`src/rtl/acc_fetch_ctrl.sv`:
```
// rtl/acc_fetch_ctrl.sv - ACC CPU instruction-fetch sequencer (S address / G instruction registers)
//
// Purpose: on each accepted step request, select the boot ROM, capture the
// 15-bit instruction word into G, then advance S. A wrap of S past 12'hFFF
// leaves the ROM window and parks the sequencer in HALT until reset.
//
// Optional feature macro: ACC_AUTORUN_EN (auto-step counter driven by run).
//
// Ports:
//   clk         system clock, all state on posedge
//   rst         synchronous reset, active-high
//   step        debounced step level; rising edge requests one fetch
//   run         auto-step enable (used only with ACC_AUTORUN_EN)
//   s_load      load S from s_load_val (accepted in IDLE only)
//   s_load_val  new S value
//   rom_dout    ROM data, valid in the cycle after rom_cs
//   rom_cs      ROM chip select, high only in FETCH
//   rom_addr    s[10:0], combinational
//   s           current fetch address
//   g           last fetched instruction
//   busy        high in FETCH, LATCH and INCR
//   done        one-cycle pulse when a fetch completes
//   halted      high in HALT

module acc_fetch_ctrl #(
  parameter logic [11:0] BOOT_ADDR = 12'h800,
  parameter int          RUN_DIV   = 22
) (
  input  logic        clk,
  input  logic        rst,
  input  logic        step,
  input  logic        run,
  input  logic        s_load,
  input  logic [11:0] s_load_val,
  input  logic [15:0] rom_dout,
  output logic        rom_cs,
  output logic [10:0] rom_addr,
  output logic [11:0] s,
  output logic [14:0] g,
  output logic        busy,
  output logic        done,
  output logic        halted
);

  typedef enum logic [2:0] {
    ST_IDLE,
    ST_FETCH,
    ST_LATCH,
    ST_INCR,
    ST_HALT
  } state_t;

  state_t state;
  logic   step_q;
  logic   step_trig;
  logic   trig;

  // step_q resets high so a button held through reset is not seen as an edge.
  assign step_trig = step & ~step_q;

`ifdef ACC_AUTORUN_EN
  logic [RUN_DIV-1:0] run_cnt;
  logic               auto_trig;
  logic               unused_ok;

  always_ff @(posedge clk) begin
    if (rst) begin
      run_cnt <= '0;
    end else if (run) begin
      run_cnt <= run_cnt + 1'b1;
    end else begin
      run_cnt <= '0;
    end
  end

  // Wrap happens on the edge where the counter is all ones; outside IDLE it is simply lost.
  assign auto_trig = run & (&run_cnt);
  assign trig      = step_trig | auto_trig;
  assign unused_ok = rom_dout[15];
`else
  logic unused_ok;

  assign trig      = step_trig;
  assign unused_ok = ^{run, rom_dout[15], RUN_DIV[0]};
`endif

  assign rom_addr = s[10:0];

  always_ff @(posedge clk) begin
    if (rst) begin
      state  <= ST_IDLE;
      s      <= BOOT_ADDR;
      g      <= '0;
      step_q <= 1'b1;
      rom_cs <= 1'b0;
      busy   <= 1'b0;
      done   <= 1'b0;
      halted <= 1'b0;
    end else begin
      step_q <= step;
      done   <= 1'b0;
      case (state)
        ST_IDLE: begin
          // A load in the same cycle as a trigger wins and the trigger is dropped.
          if (s_load) begin
            s <= s_load_val;
          end else if (trig) begin
            state  <= ST_FETCH;
            rom_cs <= 1'b1;
            busy   <= 1'b1;
          end
        end
        ST_FETCH: begin
          rom_cs <= 1'b0;
          state  <= ST_LATCH;
        end
        ST_LATCH: begin
          g     <= rom_dout[14:0];
          state <= ST_INCR;
        end
        ST_INCR: begin
          s    <= s + 12'd1;
          done <= 1'b1;
          busy <= 1'b0;
          // S wrapping to 0 points outside the ROM window: stop for good.
          if (&s) begin
            state  <= ST_HALT;
            halted <= 1'b1;
          end else begin
            state <= ST_IDLE;
          end
        end
        ST_HALT: begin
          state <= ST_HALT;
        end
        default: begin
          state  <= ST_IDLE;
          rom_cs <= 1'b0;
          busy   <= 1'b0;
          halted <= 1'b0;
        end
      endcase
    end
  end

endmodule

```
`config.mk`:
```
export PLATFORM = sky130hd
export DESIGN_NAME = acc_fetch_ctrl
export DESIGN_NICKNAME = d
export VERILOG_FILES = /design/src/rtl/acc_fetch_ctrl.sv
export SDC_FILE = /design/constraint.sdc
export NUM_CORES = 1
export LEC_CHECK = 0
export ABC_AREA = 1
export BUFFER_PORTS_ARGS = -buffer_cell sky130_fd_sc_hd__buf_4
export CORE_MARGIN = 1
export CORE_UTILIZATION = 47
export CTS_CLUSTER_SIZE = 25
export DETAILED_ROUTE_END_ITERATION = 10
export PLACE_DENSITY_LB_ADDON = 0.3
export SLEW_MARGIN = 20
export SYNTH_ARGS = -nofsm -noshare
export SYNTH_HDL_FRONTEND = slang
export SYNTH_SLANG_ARGS = --single-unit
```
`constraint.sdc`:
```
create_clock -name clk -period 1.7 [get_ports clk]
set_input_delay 0.34 -clock clk [delete_from_list [all_inputs] [get_ports clk]]
set_output_delay 0.34 -clock clk [all_outputs]
set_load 0.01 [all_outputs]
```
# Yosys cells after proc, flatten, opt, wreduce, memory -nomap -nowiden
# Index checks and enable logic that the tools add are counted.
# word_totals
reg_bits	35
latch_bits	0
mem_bits_rw	0
mem_bits_ro	0
n_memories	0
# classes
add_sub_neg	1
n_mul	0
div_mod_pow	0
order_cmp	0
eq_ne	8
shifts	0
mux	13
n_bitwise	5
n_reduce_logical	11
# ops
cell	count
one-hot mux 12 bit (2 select lines)	1
one-hot mux 3 bit (5 select lines)	1
adder 12 x 1 -> 12 bit (second input constant)	1
two-way mux 12 bit	1
AND reduction 12 bit	1
two-way mux 3 bit	3
inequality test 2 bit (second input constant)	4
== test 3 x 2 -> 1 bit (second input constant)	2
one-hot mux 1 bit (2 select lines)	3
AND reduction 2 bit	3
AND reduction 3 bit	2
OR reduction 3 bit	2
two-way mux 1 bit	4
inverter 1 bit	4
OR reduction 4 bit	1
== test 3 x 1 -> 1 bit (second input constant)	1
== test 3 bit (second input constant)	1
zero test 3 bit	1
nonzero test 2 bit	1
bitwise AND 1 bit	1

# Logic depth before layout (Yosys ltp)
# Gate-level depths: netlist of the first run.
# depth
depth_word	5
mapped_depth	10
mapped_depth_nobuf	10

# Worst setup path after synthesis of the first run
# OpenSTA, ideal clock, no wires.
# synth_path
path_type	register to register
start	register s[1]
end	register s[6]
t_arrival_ns	1.266
required_ns	1.585
setup_slack_ns	0.319
path_stages_with_launch	9
path_buffers	0
synth_period_minus_slack_ns	1.381
cell_sequence	dfxtp_1 -> ha_1 -> nand2_1 -> nor2_2 -> nand2_1 -> nor2_1 -> nand2_1 -> a21oi_1 -> nor2_1
# synth_via
elab_chain_len	2
# synth_rtl
element	line	rtl
start, declared	38	output logic [11:0] s,
start signal, assigned	106	s <= s_load_val;
start signal, assigned	122	s <= s + 12'd1;
adder 12 x 1 -> 12 bit	122	
one-hot mux 12 bit (2 select lines)	102	case (state)
# Every way passes these cells.
# A chain may end at the register's enable or synchronous reset.

# Worst setup path after layout of the first run
# Ends and elaborated chain as after synthesis.

==> results of run 1 <==
## cells by family (layout without fill, tap and decap cells)
group | count (synthesis) | in the layout | synth area share
compound gates | 35 | 35 | 0.108
xor+xnor | 1 | 1 | 0.00497
fa+ha+maj | 1 | 1 | 0.00710
buf+inv | 44 | 109 | 0.131
flops | 35 | 35 | 0.398
simple gates | 131 | 131 | 0.352
## power by group through the flow
stage | sequential, mW | combinational (mW) | clock (mW)
global placement | 0.992 | 0.563 | 0
global route | 0.990 | 0.633 | 0.833
CTS | 0.978 | 0.575 | 0.786
detailed placement | 0.994 | 0.574 | 0
finish | 0.978 | 0.571 | 0.772
floorplan | 1.02 | 0.316 | 0
## routing by layer
metal / routed length, µm / global-route usage / up-vias
li1: - / - / 902
met1: 1930 / 0.276 / 794
met2: 1980 / 0.375 / 60
met3: 265 / 0.0634 / 4
met4: 34 / 0.0767 / 0
met5: 0 / 0 / -
## worst paths after layout
check                           startpoint  cells after the start      to
worst max-delay path                  s[1]                      8    s[6]
worst min-delay path                  step                      2  step_q
worst max register to register        s[1]                      8    s[6]
worst min register to register        busy                      2    busy
## state kept, by name, indices dropped and copies added (netlist names)
| register | flops |
|---|---|
| step_q | 1 |
| s | 12 |
| busy | 1 |
| g | 15 |
| state | 3 |
| rom_cs | 1 |
| done | 1 |
| halted | 1 |
## stage by stage
| step | setup WS [ns] | hold slack, ns | instance area (µm²) | utilization |
|---|---|---|---|---|
| after floorplan | 0.319 | 0.409 | 1760 | - |
| after global placement | 0.249 | 0.458 | 2250 | 0.649 |
| after detailed placement | 0.201 | 0.463 | 2250 | 0.649 |
| after CTS | 0.177 | 0.241 | 2370 | 0.682 |
| after global routing | 0.0367 | 0.245 | 2370 | 0.682 |
| final | 0.163 | 0.248 | 2370 | 0.682 |
## layout by cell type (no fill, tap or decap)
master / n
a211oi_1: 1
a21oi_1: 10
a31oi_1: 1
buf_4: 75
bufinv_16: 1
clkbuf_8: 5
clkinv_4: 1
dfxtp_1: 35
ha_1: 1
inv_1: 20
inv_2: 6
inv_6: 1
nand2_1: 48
nand2_2: 1
nand2_4: 3
nand3_1: 15
nand3b_1: 3
nand4_1: 1
nor2_1: 44
nor2_2: 2
nor2_4: 3
nor2_8: 1
nor3_1: 5
nor3_2: 2
o211a_1: 1
o211ai_1: 1
o21ai_0: 9
o21ai_1: 11
o221ai_1: 1
or2_1: 2
or2_2: 1
xor2_1: 1
## final cells by class
| cell class | instances | area, µm² |
|---|---|---|
| fill | 320 | 1100 |
| multi-input combinational | 168 | 831 |
| sequential | 35 | 701 |
| timing repair buffer | 75 | 563 |
| inverter | 26 | 97.6 |
| clock buffer | 5 | 68.8 |
| tap | 46 | 57.6 |
| clock inverter | 3 | 47.5 |
## worst register-to-register path, stage by stage, from the launching register on
cell	delay, ns
dfxtp_1	0.45
ha_1	0.21
nand2_1	0.12
nor2_2	0.15
nand2_1	0.12
nor2_1	0.14
nand2_1	0.07
a21oi_1	0.12
nor2_1	0.05
==> results_dict.tcl, run 1 <==
set metrics [dict create \
    layout.cells.non_filler 358 \
    p_sw_uw 705 \
    synth_nets 281 \
    critPathLaunchType "register" \
    cpMostUsedCell "nand2_1" \
    fin_crit_ns 1.54 \
    wl_mm 4.21 \
    final_nets 345 \
    synthCells 247 \
    cts_sinks 35 \
    detail-route-antenna-nets 0 \
    max_stage_delay_ns 0.45 \
    crit_buf_inv 0 \
    global_route.usage.total 0.225 \
    setup_viol 0 \
    ctsResizeCount 0 \
    clkTransAtPathRegs_ns 0.08 \
    grt_max_degree 18 \
    yosysMostFrequentCell "nand2_1" \
    wire_per_inst_um 11.8 \
    initial_core_util 0.508 \
    via_count 1760 \
    num_rows 21 \
    post-synth-top-area-cell "dfxtp_1" \
    vias_per_cell 4.92 \
    diodes 0 \
    dp_hpwl_mm 3.06 \
    netlist_area_mm2 0.00176 \
    ys_seq_area_frac 0.398 \
    cp_top_family "simple AND/OR/NAND/NOR gates" \
    synth_warnings 0 \
    syn_area_per_cell_um2 7.13 \
    critPathCaptureType "register" \
    r2r_slack_ns 0.16 \
    cp_cell_sequence "ha_1 -> nand2_1 -> nor2_2 -> nand2_1 -> nor2_1 -> nand2_1 -> a21oi_1 -> nor2_1" \
    p_clk_frac 0.333 \
    ys_ff_latch 35 \
    dr.pass1.iters 5 \
    root_buffer "clkbuf_8" \
    slowest_stage "dfxtp_1" \
    dp_cells 350 \
    rsz0062_at_grt "no" \
    core_area_mm2 0.00347 \
    netlist_top_cells_area "dfxtp_1, nand2_1, nor2_1" \
    async_flop_share 0 \
    required_ns 1.88 \
    final-hold-violation-count 0 \
    post_cts_buffers 0 \
    finalClockSkew_ns 0.00582 \
    critPathMaxFanout 6 \
    grt_pass1_wl_mm 7.18 \
    fp.dieW_um 63.2 \
    p_total_mw 2.32 \
    synth_edf_count 0 \
    slew_violations 0 \
    critPathKind "reg -> reg" \
    area_growth_pct 34.3 \
    fin_crit_sh 0.904 \
    power.internal_mw 1.62 \
    drt_iter0_markers 72 \
    tns_ns 0 \
    fmax_ghz 0.651 \
    cts_buffers 5 \
    clk_latency_ns 0.29 \
    synth.distinct_cells 31 \
    ioPinCount 75 \
    die_area_mm2 0.00400 \
    die_y_um 63.2 \
    yosysTopAreaCellShare 0.398 \
    synth_common_cells "nand2_1, nor2_1, dfxtp_1" \
    cts_tree "yes" \
    cts_max_level 2 \
    gp_congestion 0.886 \
    drv_cap 0 \
    p_per_area_mw_per_mm2 981 \
    max_slew.worst_pin.slew_ns 0.343 \
    combPwrFrac 0.246 \
    slew_headroom 0.770 \
    hold_buffers 0 \
    power_frac_seq 0.421 \
    drc_errors 0 \
    antenna_found_initial 0 \
    cts_buffer_depth 2 \
    status "completed" \
    crit_arrival_ns 1.72 \
    overflow 0 \
    vdd_drop_max_v 0.000786 \
    first_global_vias 1663 \
    power_leakage_nw 1.17 \
    hp-class "in -> reg" \
    io_buffers 72 \
    synth_flop_cell "dfxtp_1" \
    swShare 0.304 \
    drive_gt1_frac 0.327 \
]
Note: power is estimated with default switching activity, not from simulation.
==> inputs of run 2 (changes only) <==
--- a/config.mk
+++ b/config.mk
@@ -5,10 +5,9 @@
 export SDC_FILE = /design/constraint.sdc
 export NUM_CORES = 1
 export LEC_CHECK = 0
-export ABC_AREA = 1
+export ABC_AREA = 0
 export BUFFER_PORTS_ARGS = -buffer_cell sky130_fd_sc_hd__buf_4
-export CORE_MARGIN = 1
-export CORE_UTILIZATION = 47
+export CORE_UTILIZATION = 46
 export CTS_CLUSTER_SIZE = 25
 export DETAILED_ROUTE_END_ITERATION = 10
 export PLACE_DENSITY_LB_ADDON = 0.3
==> results_dict.tcl, run 2 <==
set metrics [dict create \
    core_area_mm2 0.00336 \
    layout_commonest_cell "buf_4" \
    slew_violations 0 \
    netlist_top_cells_area "dfxtp_1, nand2_1, a21oi_1" \
    netlist_area_mm2 0.00163 \
    grt_pass1_wl_mm 5.71 \
    synth_warnings 0 \
    rsz0062_at_grt "no" \
    slew_headroom 0.606 \
    final_nets 290 \
    cp_top_family "simple AND/OR/NAND/NOR gates" \
    reg2reg_from "state[2]" \
    multi_input_area_um2 757 \
    synth_flop_cell "dfxtp_1" \
    num_rows 21 \
    wire_per_inst_um 12.3 \
    tns_ns 0 \
    hold_buffers 0 \
    dr.pass1.iters 4 \
    wl_met1_mm 1.66 \
    synthCells 192 \
    routed-wl-met3_um 258 \
    drv_cap 0 \
    ioPinCount 75 \
    die_y_um 61.5 \
    via_count 1600 \
    post_cts_buffers 0 \
    hold_depth 2 \
    fp.dieW_um 61.5 \
    critPathKind "reg -> reg" \
    cts_tree "yes" \
    cts_max_level 2 \
    initial_core_util 0.485 \
    drive_gt1_frac 0.374 \
    wl_mm 3.74 \
    clk_latency_ns 0.33 \
    critPathLaunchType "register" \
    gp_congestion 0.740 \
    max_stage_delay_ns 0.40 \
    detail-route-antenna-nets 0 \
    synth.distinct_cells 42 \
    cp_cell_sequence "and3b_1 -> and3_1 -> a211oi_2 -> a2111oi_2" \
    cts_sinks 35 \
    max_slew.worst_pin.slew_ns 0.591 \
    power_leakage_nw 0.948 \
    hp-start "step" \
    dr_wl_met2_mm 1.78 \
    async_flop_share 0 \
    n_fill_cell 320 \
    die_area_mm2 0.00379 \
    yosysTopAreaCellShare 0.430 \
    post-synth-top-area-cell "dfxtp_1" \
    min_to "step_q" \
    crit_arrival_ns 1.81 \
    largestRegisters "g x15, s x12, state x3" \
    ys_seq_area_frac 0.430 \
    hp-class "in -> reg" \
    final_util 0.652 \
    drt_iter0_markers 61 \
    largest_register_ffs 15 \
    mostFrequentLayoutCells "buf_4, nand2_1, dfxtp_1, a21oi_1, nor2_1" \
    cts_buffers 5 \
    largest_register "g" \
    drc_errors 0 \
    global_route.usage.total 0.206 \
    status "completed" \
    overflow 0 \
    root_buffer "clkbuf_4" \
    final-hold-violation-count 0 \
    fin_crit_sh 0.923 \
    fin_crit_ns 1.57 \
    io_buffers 72 \
    p_per_area_mw_per_mm2 787 \
    reg2regPathDepth 4 \
    synth_edf_count 0 \
    area_growth_pct 34.5 \
    grt_max_degree 36 \
    cts_buffer_depth 2 \
    synth_common_cells "nand2_1, dfxtp_1, a21oi_1" \
    critPathCaptureType "register" \
    antenna_found_initial 0 \
    yosysMostFrequentCell "nand2_1" \
    vias_per_cell 5.28 \
    seq_area_um2 701 \
    vdd_drop_max_v 0.000577 \
    finalClockSkew_ns 0.00687 \
    fmax_ghz 0.637 \
    diodes 0 \
    dp_hpwl_mm 2.66 \
    r2r_slack_ns 0.13 \
    ctsResizeCount 0 \
    syn_area_per_cell_um2 8.49 \
    dr.max_layer_used "met4" \
    required_ns 1.94 \
    first_global_vias 1290 \
    setup_viol 0 \
    crit_buf_inv 0 \
    slowest_stage "and3b_1" \
    ys_ff_latch 35 \
    critPathMaxFanout 8 \
    synth_nets 226 \
    clkTransAtPathRegs_ns 0.10 \
    rr_endpoint "s[6]" \
]
run 2: changes by cell type in the layout (fill, tap and decap cells not counted), moves of 6 or more:
cell | before | now
a21oi_1 | 10 | 23
buf_4 | 75 | 81
inv_1 | 20 | 0
inv_2 | 6 | 0
nand2_1 | 48 | 40
nand3_1 | 15 | 6
nor2_1 | 44 | 12
o21ai_1 | 11 | 0
run 2: worst reg2reg max path: cells and delay by family (launching register included):
kind	cells	cell delay, ns
and+or+nand+nor	2	0.78
DFF	1	0.32
AOI/OAI and AO/OA	2	0.39
run 2: metal layers:
metal  global-route usage  vias to the layer above
li1                     -                      798
met1                0.257                      735
met2                0.333                       62
met3               0.0756                        5
met4               0.0571                        0
met5                    0                        -
run 2: where the power goes:
group	switching, mW	internal, mW	leakage, nW	total, mW
registers	0.0370	0.860	0.285	0.897
clock network	0.258	0.243	0.0386	0.501
logic	0.153	0.175	0.624	0.328
run 2: final cells by class:
cell class | count | area share
Multi-Input combinational cell | 133 | 0.345
Clock buffer | 8 | 0.0314
Tap cell | 46 | 0.0263
Timing Repair Buffer | 81 | 0.277
Sequential cell | 35 | 0.320
run 2: worst max-delay path by stage:
stage	cells after the start	slack, ns	endpoint	start
after floorplan	5	0.25	s[6]	s[0]
after global placement	4	0.19	s[6]	state[2]
after detailed placement	4	0.17	s[6]	state[2]
after CTS	4	0.13	s[6]	state[2]
after global routing	4	0.01	s[8]	s[2]
final	4	0.13	s[6]	state[2]
run 2: kinds of logic (layout without fill, tap and decap cells):
family / after synthesis / count (layout) / synth area share
AOI/OAI and AO/OA: 44 / 44 / 0.171
and+or+nand+nor: 87 / 87 / 0.280
adders and majority gates: 1 / 1 / 0.00767
DFF: 35 / 35 / 0.430
xor gates and xnor gates: 1 / 1 / 0.00537
buffers and inverters: 24 / 89 / 0.106
run 2: through the flow:
stage	worst slack, ns	hold slack, ns	cell area (µm²)	total power, mW	cells
global route	0.0102	0.175	2190	1.83	303
floorplan	0.245	0.447	1630	1.10	192
detailed placement	0.170	0.448	2120	1.24	295
CTS	0.133	0.192	2190	1.74	303
finish	0.131	0.200	2190	1.73	303
global placement	0.190	0.442	2120	1.24	295
==> inputs of run 3 (changes only) <==
--- a/config.mk
+++ b/config.mk
@@ -7,7 +7,9 @@
 export LEC_CHECK = 0
 export ABC_AREA = 0
 export BUFFER_PORTS_ARGS = -buffer_cell sky130_fd_sc_hd__buf_4
-export CORE_UTILIZATION = 46
+export CELL_PAD_IN_SITES_DETAIL_PLACEMENT = 0
+export CELL_PAD_IN_SITES_GLOBAL_PLACEMENT = 1
+export CORE_UTILIZATION = 32
 export CTS_CLUSTER_SIZE = 25
 export DETAILED_ROUTE_END_ITERATION = 10
 export PLACE_DENSITY_LB_ADDON = 0.3
==> results_dict.tcl, run 3 (synthesis results as in run 2) <==
set metrics [dict create \
    area_growth_pct 40.1 \
    rr_endpoint "s[11]" \
    die_area_mm2 0.00538 \
    fmax_ghz 0.665 \
    n_fill_cell 511 \
    fp.dieW_um 73.4 \
    ioPinCount 75 \
    largest_register "g" \
    via_count 1537 \
    status "completed" \
    hp-start "step" \
    cts_max_level 2 \
    dr.pass1.iters 5 \
    grtUsageMet1 0.200 \
    grt_max_degree 36 \
    wl_mm 3.91 \
    largestRegisters "g x15, s x12, state x3" \
    wire_per_inst_um 11.9 \
    reg2regPathDepth 5 \
    clk_latency_ns 0.28 \
    rsz0062_at_grt "no" \
    tns_ns 0 \
    vdd_drop_max_v 0.000448 \
    critPathCapture "s[11]" \
    cts_buffers 5 \
    global_route.usage.total 0.149 \
    crit_arrival_ns 1.68 \
    slew_violations 0 \
    drive_gt1_frac 0.391 \
    power_leakage_nw 0.981 \
    setup_viol 0 \
    multi_input_area_um2 761 \
    cts_tree "yes" \
    cts_sinks 35 \
    final-hold-violation-count 0 \
    mostFrequentLayoutCells "buf_4, nand2_1, dfxtp_1, a21oi_1, nor2_1" \
    root_buffer "clkbuf_8" \
    hp-class "in -> reg" \
    max_slew.worst_pin.slew_ns 0.397 \
    p_per_area_mw_per_mm2 827 \
    final_nets 294 \
    dp_hpwl_mm 2.74 \
    hold_buffers 0 \
    layout.cells.non_filler 328 \
    cts_buffer_depth 2 \
    finalClockSkew_ns 0.00417 \
    first_global_vias 1339 \
    io_buffers 72 \
    drt_iter0_markers 60 \
    overflow 0 \
    dp_cells 320 \
    antenna_found_initial 0 \
    seq_area_um2 701 \
    detail-route-antenna-nets 0 \
    fin_crit_ns 1.50 \
    diodes 0 \
    layout_commonest_cell "buf_4" \
    largest_register_ffs 15 \
    drc_errors 0 \
    use_met3 0.0343 \
    r2r_slack_ns 0.20 \
    vias_per_cell 4.69 \
    critPathCaptureType "register" \
    gp_congestion 0.812 \
    num_rows 25 \
    critPathLaunchType "register" \
    required_ns 1.87 \
    fin_crit_sh 0.885 \
    die_y_um 73.4 \
    initial_core_util 0.338 \
    clkTransAtPathRegs_ns 0.07 \
    grt_use_met2 0.233 \
    drv_cap 0 \
    grt_pass1_wl_mm 6.12 \
    critPathKind "reg -> reg" \
    setup.worst_path.start "state[0]" \
    critPathMaxFanout 11 \
    reg2reg_from "state[0]" \
    top_usage_layer "met2" \
    slew_headroom 0.734 \
    core_area_mm2 0.00482 \
    post_cts_buffers 0 \
]
## run 3: cell count changes in the layout (fill, tap and decap cells not counted)
cell / change
and3_1: -1
and3_2: +1
nand2b_2: +1
nand2b_1: -1
clkbuf_4: -5
clkbuf_8: +5
buf_4: +4
## run 3: metrics by stage
stage / worst slack (ns) / hold slack [ns] / instance area, µm² / power [mW] / util
final: 0.196 / 0.251 / 2280 / 1.89 / 0.474
after global routing: 0.0394 / 0.245 / 2280 / 1.99 / 0.474
after CTS: 0.134 / 0.239 / 2280 / 1.92 / 0.473
after detailed placement: 0.154 / 0.447 / 2180 / 1.25 / 0.452
after global placement: 0.187 / 0.443 / 2180 / 1.25 / 0.452
after floorplan: 0.245 / 0.447 / 1630 / 1.10 / -
## run 3: worst max-delay path, cell delays in order (launching register included)
cell and delay, ns:
dfxtp_1 0.36, buf_4 0.18, nor3_1 0.24, nand2_1 0.29, o22ai_1 0.25, o21bai_1 0.08
## run 3: cell type report
type / instances / area share
multi-input cells: 133 / 0.333
clock buffers: 8 / 0.0438
well taps: 67 / 0.0367
repair buffers: 85 / 0.279
flip-flops and latches: 35 / 0.307
## run 3: what timing repair did
| item | 4_1_cts | 5_1_grt |
|---|---|---|
| resized for setup | 0 | 2 |
| endpoints found under the setup margin | 0 | 9 |
| endpoints found under the hold margin | 0 | 0 |
## run 3: worst min path at each step
stage	end	slack, ns	cells after the start
finish	step_q	0.25	2
detailed placement	g[13]	0.45	2
CTS	step_q	0.24	2
floorplan	step_q	0.45	1
global route	step_q	0.24	2
global placement	g[11]	0.44	2
## run 3: report_power, final
group,switching [mW],leakage (nW),internal (mW)
Sequential,0.0357,0.285,0.861
Clock,0.288,0.0515,0.370
Combinational,0.153,0.644,0.181
## run 3: layer usage
layer  wire, µm  share of wire  up-vias
li1           -              -      797
met1       1850           0.47      696
met2       1810           0.46       39
met3        200          0.051        5
met4         48          0.012        0
met5          0              0        -
